**src/rtl/ram_2p_port_arbiter.sv**
```systemverilog
// Round-robin arbiter in front of one RAM port, with a zero-fill sweep
// that runs after reset (optional) and on request. Responses come back
// one cycle after each grant, tagged one-hot to the granted requester.
module ram_2p_port_arbiter #(
    parameter int NumReq       = 2,
    parameter int Width        = 32,
    parameter int Depth        = 128,
    parameter bit ClearOnReset = 1'b1,
    localparam int Aw          = (Depth > 1) ? $clog2(Depth) : 1
) (
    input  logic                     clk_i,
    input  logic                     rst_ni,
    input  logic                     clear_i,
    output logic                     busy_o,
    input  logic [NumReq-1:0]        req_i,
    input  logic [NumReq-1:0]        we_i,
    input  logic [NumReq*Aw-1:0]     addr_i,
    input  logic [NumReq*Width-1:0]  wdata_i,
    input  logic [NumReq*Width-1:0]  wmask_i,
    output logic [NumReq-1:0]        gnt_o,
    output logic [NumReq-1:0]        rvalid_o,
    output logic [Width-1:0]         rdata_o,
    output logic                     ram_req_o,
    output logic                     ram_write_o,
    output logic [Aw-1:0]            ram_addr_o,
    output logic [Width-1:0]         ram_wdata_o,
    output logic [Width-1:0]         ram_wmask_o,
    input  logic [Width-1:0]         ram_rdata_i
);

    localparam int Iw = (NumReq > 1) ? $clog2(NumReq) : 1;

    typedef enum logic {
        ST_IDLE  = 1'b0,
        ST_CLEAR = 1'b1
    } state_t;

    state_t            state_reg;
    logic [Aw-1:0]     cnt_reg;
    logic [Iw-1:0]     last_reg;
    logic [NumReq-1:0] rvalid_reg;

    logic              any_req;
    logic [Iw-1:0]     win_idx;
    int                cand;

    // Round-robin search starting just after the last granted requester.
    always_comb begin
        any_req = 1'b0;
        win_idx = '0;
        cand    = 0;
        if (state_reg == ST_IDLE) begin
            for (int k = 1; k <= NumReq; k++) begin
                cand = (int'(last_reg) + k) % NumReq;
                if (!any_req && req_i[cand]) begin
                    any_req = 1'b1;
                    win_idx = Iw'(cand);
                end
            end
        end
    end

    // One-hot grant to the winner; nobody is granted during a sweep.
    always_comb begin
        gnt_o = '0;
        if (any_req) begin
            gnt_o[win_idx] = 1'b1;
        end
    end

    // RAM port mux: sweep writes zeros, otherwise the winner's payload passes.
    always_comb begin
        ram_req_o   = 1'b0;
        ram_write_o = 1'b0;
        ram_addr_o  = '0;
        ram_wdata_o = '0;
        ram_wmask_o = '0;
        if (state_reg == ST_CLEAR) begin
            ram_req_o   = 1'b1;
            ram_write_o = 1'b1;
            ram_addr_o  = cnt_reg;
            ram_wmask_o = '1;
        end else if (any_req) begin
            ram_req_o   = 1'b1;
            ram_write_o = we_i[win_idx];
            ram_addr_o  = addr_i[int'(win_idx)*Aw +: Aw];
            ram_wdata_o = wdata_i[int'(win_idx)*Width +: Width];
            ram_wmask_o = wmask_i[int'(win_idx)*Width +: Width];
        end
    end

    // Response tagging and round-robin pointer update on every grant.
    always_ff @(posedge clk_i or negedge rst_ni) begin
        if (!rst_ni) begin
            rvalid_reg <= '0;
            last_reg   <= Iw'(NumReq - 1);
        end else begin
            rvalid_reg <= gnt_o;
            if (any_req) begin
                last_reg <= win_idx;
            end
        end
    end

    // Sweep sequencer: count 0..Depth-1 in CLEAR, then fall back to IDLE.
    always_ff @(posedge clk_i or negedge rst_ni) begin
        if (!rst_ni) begin
            state_reg <= ClearOnReset ? ST_CLEAR : ST_IDLE;
            cnt_reg   <= '0;
        end else begin
            case (state_reg)
                ST_CLEAR: begin
                    if (cnt_reg == Aw'(Depth - 1)) begin
                        state_reg <= ST_IDLE;
                        cnt_reg   <= '0;
                    end else begin
                        cnt_reg <= cnt_reg + 1'b1;
                    end
                end
                ST_IDLE: begin
                    if (clear_i) begin
                        state_reg <= ST_CLEAR;
                    end
                end
                default: state_reg <= ST_IDLE;
            endcase
        end
    end

    assign rvalid_o = rvalid_reg;
    assign rdata_o  = ram_rdata_i;
    assign busy_o   = (state_reg == ST_CLEAR);

endmodule

```
**config.mk**
```make
export PLATFORM = sky130hd
export DESIGN_NAME = ram_2p_port_arbiter
export DESIGN_NICKNAME = d
export VERILOG_FILES = /design/src/rtl/ram_2p_port_arbiter.sv
export SDC_FILE = /design/constraint.sdc
export NUM_CORES = 1
export LEC_CHECK = 0
export ABC_AREA = 1
export CORE_AREA = 2 2 114 116
export DETAILED_ROUTE_END_ITERATION = 12
export DIE_AREA = 0 0 116 118
export GPL_TIMING_DRIVEN = 0
export HOLD_SLACK_MARGIN = 0.1
export PLACE_DENSITY = 0.68
export SLEW_MARGIN = 5
export SYNTH_ARGS = -nofsm -noshare
export SYNTH_HDL_FRONTEND = slang
export SYNTH_SLANG_ARGS = --single-unit
```
**constraint.sdc**
```tcl
create_clock -name clk_i -period 2 [get_ports clk_i]
set_clock_uncertainty 0.15 [all_clocks]
set_input_delay 0.3 -clock clk_i [delete_from_list [all_inputs] [get_ports clk_i]]
set_output_delay 0.3 -clock clk_i [all_outputs]
set_load 0.01 [all_outputs]
```
==> Word level (Yosys, flattened, before mapping) <==
Index checks and enable logic that the tools add are counted.
{ "op_classes": {"mux": 32, "order_cmp": 4, "bitwise_logic": 3, "reduce_logical": 3, "n_addsub": 3, "mul": 1, "shifts": 3, "eq_ne": 1} }
{ "op_table": {"columns": ["operator", "n"], "rows": [
  ["$mux W32", 4],
  ["$shiftx A64 B7 Y32", 2],
  ["$mux W1", 22],
  ["$mux W7", 3],
  ["$shiftx A14 B5 Y7", 1],
  ["$add A7 B1 Y7 const B", 1],
  ["$eq A7 B7 Y1 const B", 1],
  ["$lt A2 B3 Y1 const B", 2],
  ["$mul A1 B3 Y4 const B", 1],
  ["$add A1 B1 Y1 const B", 2],
  ["$and A1 B1 Y1 const A", 2],
  ["$logic_and A1 B1 Y1", 2],
  ["$lt A1 B2 Y1 const B", 1],
  ["$mux W2", 1],
  ["$pmux W1 S2", 1],
  ["$demux W1 S1", 1],
  ["$ge A1 B1 Y1 const B", 1],
  ["$logic_not A1 Y1", 1],
  ["$not A1 Y1", 1]
]} }
{ "totals": {"out_inout_bits": 110, "in_bits": 181, "regBits": 11} }

==> Longest topological paths before layout <==
{ "logic_depth": {"depth_word": 16, "depth_mapped": 8, "mapped_depth_nobuf": 7} }

==> Worst setup path before layout <==
No wires, ideal clock.
{ "synth_timing": {"kind": "reg-to-output", "start": "register state_reg, in the netlist busy_o", "end": "output port ram_wdata_o[22]", "arrival_time_ns": 1.328, "path_stages_with_launch": 8, "n_path_buf": 3, "setup_slack_ns": 0.222, "required_ns": 1.550, "path_cell_list": "dfstp_2 -> nor2_4 -> and2_1 -> buf_2 -> buf_6 -> buf_6 -> nand2_1 -> nand2_1"} }
{ "synth_via": {"elab_chain_cells": 4} }
{ "synth_lines": {"columns": ["element", "line", "text"], "rows": [
  ["from (decl)", "38", "state_t state_reg;"],
  ["from (signal assigned)", "108", "state_reg <= ClearOnReset ? ST_CLEAR : ST_IDLE;"],
  ["$mux W1", "52", "if (state_reg == ST_IDLE) begin"],
  ["$shiftx A64 B7 Y32", "87", "ram_wdata_o = wdata_i[int'(win_idx)*Width +: Width];"],
  ["$mux W32", "83", "end else if (any_req) begin"],
  ["$mux W32 *", "78", "if (state_reg == ST_CLEAR) begin"],
  ["to (decl)", "26", "output logic [Width-1:0] ram_wdata_o,"]
]} }
Every way passes the cells marked *; elsewhere a longest branch is shown, timed or not.

==> Worst setup path in the final report <==
{ "layout_timing": {"start": "register last_reg", "end": "output port ram_wdata_o[25]"} }
{ "layout_via": {"elab_chain_cells": 13} }
{ "layout_lines": {"columns": ["element", "line", "text"], "rows": [
  ["from (decl)", "40", "logic [Iw-1:0] last_reg;"],
  ["from (signal assigned)", "96", "last_reg <= Iw'(NumReq - 1);"],
  ["from (signal assigned)", "100", "last_reg <= win_idx;"],
  ["$add A1 B1 Y1", "54", "cand = (int'(last_reg) + k) % NumReq;"],
  ["$mux W1 (not written as such) (3 in series)", "55", "if (!any_req && req_i[cand]) begin"],
  ["$mux W1", "55", null],
  ["$mux W1", "52", null],
  ["$logic_not A1 Y1", "55", null],
  ["$logic_and A1 B1 Y1", "55", null],
  ["$mux W1", "55", null],
  ["$mux W1", "52", null],
  ["$shiftx A64 B7 Y32", "87", null],
  ["$mux W32 *", "83", null],
  ["$mux W32 *", "78", null]
]} }
Every way passes the cells marked *; elsewhere a longest branch is shown, timed or not. The select of a mux whose other input is x is not followed.

==> reports/qor.yml <==
instances_no_fill: 797
yosysTopAreaCell: "nand2_1"
met1_length_um: 3990
critPathKind: "flip-flop to output pin"
clk_pin_slew_ns: 0.04
synth_common_cells: "nand2_1, nand3_1, buf_4"
crit_end: "ram_wdata_o[25]"
finalPower_uw: 1850
vias: 3093
hold_buffers: 0
critPathLaunchType: "flip-flop"
placed_cell_area_um2: 4580
fin_area_um2: 5060
cts.htree.levels: 1
ff2ff_path_depth: 7
status: "finished with violations"
area_delta_synth_final_pct: 184
gp_congestion: 0.766
cts_sinks: 11
yosysSeqAreaShare_pct: 15.6
io_buffer_count: 258
layout-drive-gt1-share_pct: 33.8
drv_slew: 0
grt_start_max_net_pins: 12
grt_use_total_pct: 13.6
synth_cell_type_count: 21
finalWirelength_um: 10500
dr_wl_met2_um: 5510
design.die.area_um2: 13700
n_fill_cell: 1310
synth_nets: 527
yosys-top-cells-area: "nand2_1, buf_4, dfrtp_1"
antenna_found_initial: 0
yosys.area.top_type_share_pct: 45.9
ant_nets: 0
finalSetupViolCount: 63
period_minus_slack_ns: 2.13
final_net_count: 808
end_kind: "output pin"
drt-initial-drc-count: 71
drv_cap: 0
rrSetupSlack_ns: 0.43
drc_errors: 0
fin_ws_ns: -0.132
synth_most_common_cell: "nand2_1"
syn_inst: 345
clkLatencyLatePin_ns: 0.24
first_pass_iters: 4
hp-class: "input port to async pin"
via_per_inst: 3.88
placed_cells: 775
ir_drop_mv: 0.338
ctsRootBufferMaster: "clkbuf_16"
required_ns: 1.55
floorplan.initialDensity_pct: 14.4
grt_overflow: 0
async_flop_share_pct: 100
diodes: 0
r2r-start: "busy_o$_DFF_PN1_"
cts_tree: "yes"
rows: 41
dr.max_layer_used: "met4"
grt_pass1_wl_um: 14900
pin_count: 291
die_w_um: 116
ys_warn_count: 0
dr_wl_met3_um: 879
synth-seq-cells: 11
p_leak_uw: 0.00236
grt_pass1_vias: 2897
largest_reg_flops: 7
cts.path.max_buffers: 2
core-area_um2: 12400
regToRegEndpoint: "cnt_reg[5]$_DFFE_PN0P_"
synthFlopType: "dfrtp_1"
fp.dieH_um: 118
synth_edf_count: 0
clock.fmax_mhz: 469
slew_headroom_pct: 67.3
fin_crit_sh_pct: 107
crit_start: "last_reg$_DFFE_PN1P_"
netlist_area_um2: 1780
rsz0062_at_grt: "true"
violations: "negative setup slack"
critPathArrivalTime_ns: 1.68
cts_buffers: 3
synth_area_per_cell_um2: 5.17
hpwl_um: 8320
worstMarginPinSlew_ns: 0.489
routedWlPerCell_um: 13.1
cp_max_fo: 6
hold_violations: 0
cellPowerDensity_nw_per_um2: 366
-- area by class of cell --
type                    instances  area, um^2  share of cell area, %
clock buffers                   4        78.8                   1.56
inverters                       7        43.8                  0.865
repair buffers                279        2620                   51.8
plain buffers                  49         449                   8.87
multi-input cells             275        1370                   27.1
flip-flops and latches         11         278                   5.49
well taps                     172         215                   4.25
-- layer usage --
metal | vias to the layer above | track usage, %
met4 | 0 | 1.86
met2 | 162 | 26.7
met3 | 7 | 2.52
met1 | 1341 | 15.2
met5 | - | 0
li1 | 1583 | -
-- metrics by stage --
step                setup slack (ns)  hold WS [ns]  util, %  setup TNS, ns
detailed placement             -1.04         0.340     36.9         -61.67
global route                  -0.230         0.300     40.8          -9.15
floorplan                      0.222        -0.146        -              0
CTS                           -0.257         0.267     39.9          -9.38
finish                        -0.132         0.245     40.8          -3.60
global placement               -1.07         0.317     36.9         -61.67
-- worst max-delay path: stages (launching register included) --
cell and delay [ns]:
dfstp_2 0.53, nand2_2 0.08, nand2_2 0.07, and2_4 0.18, buf_12 0.15, buf_12 0.11, buf_16 0.10, nand2_1 0.04
nand2_1 0.05, buf_2 0.12
-- repair_timing --
item / CTS / global route
endpoints found under the hold margin: 0 / 0
pin swaps: 4 / 6
resized for setup: 370 / 77
buffers inserted: 11 / 6
setup endpoints to repair: 75 / 75
gates cloned: 4 / 2
-- report_power, final --
group          internal, uW  switching (uW)
Sequential              305            88.5
Clock                   267            94.6
Combinational           649             448
Total                  1220             631
-- how the worst min path moves through the flow --
| stage | start | end | slack (ns) | cells past startpoint |
|---|---|---|---|---|
| floorplan | rst_ni | cnt_reg[0]$_DFFE_PN0P_ | -0.15 | 0 |
| global placement | last_reg$_DFFE_PN1P_ | last_reg$_DFFE_PN1P_ | 0.32 | 2 |
| detailed placement | last_reg$_DFFE_PN1P_ | last_reg$_DFFE_PN1P_ | 0.34 | 2 |
| CTS | rst_ni | cnt_reg[3]$_DFFE_PN0P_ | 0.27 | 1 |
| global route | rst_ni | cnt_reg[2]$_DFFE_PN0P_ | 0.30 | 1 |
| finish | rst_ni | cnt_reg[1]$_DFFE_PN0P_ | 0.25 | 1 |
-- cells in the final DEF, fill, tap and decap left out, types with 2 or more instances in the layout --
cell type	synthesis	layout
nand3_1	37	25
buf_8	0	5
xnor2_1	2	2
dfrtp_1	9	9
buf_16	0	2
nand2_4	0	14
clkdlybuf4s50_1	0	181
nor2_1	9	9
inv_1	5	4
inv_8	0	2
dfstp_2	2	2
buf_4	32	44
buf_2	7	51
o21ai_0	2	2
buf_6	4	27
clkbuf_8	0	3
dlygate4sd2_1	0	2
buf_12	0	4
nand2_2	0	29
clkbuf_2	0	4
nand2_1	218	175
clkbuf_16	0	5
clkdlybuf4s15_2	0	2
nand3_2	1	12
-- kinds of logic after synthesis --
kind of cell,after synthesis,synth area share [%]
AOI/OAI and AO/OA,2,0.561
xor gates and xnor gates,3,1.47
adders and majority gates,1,0.701
buffers and inverters,59,21.3
DFF,11,15.6
and+or+nand+nor,269,60.4
Note: power is estimated with default switching activity, not from simulation.
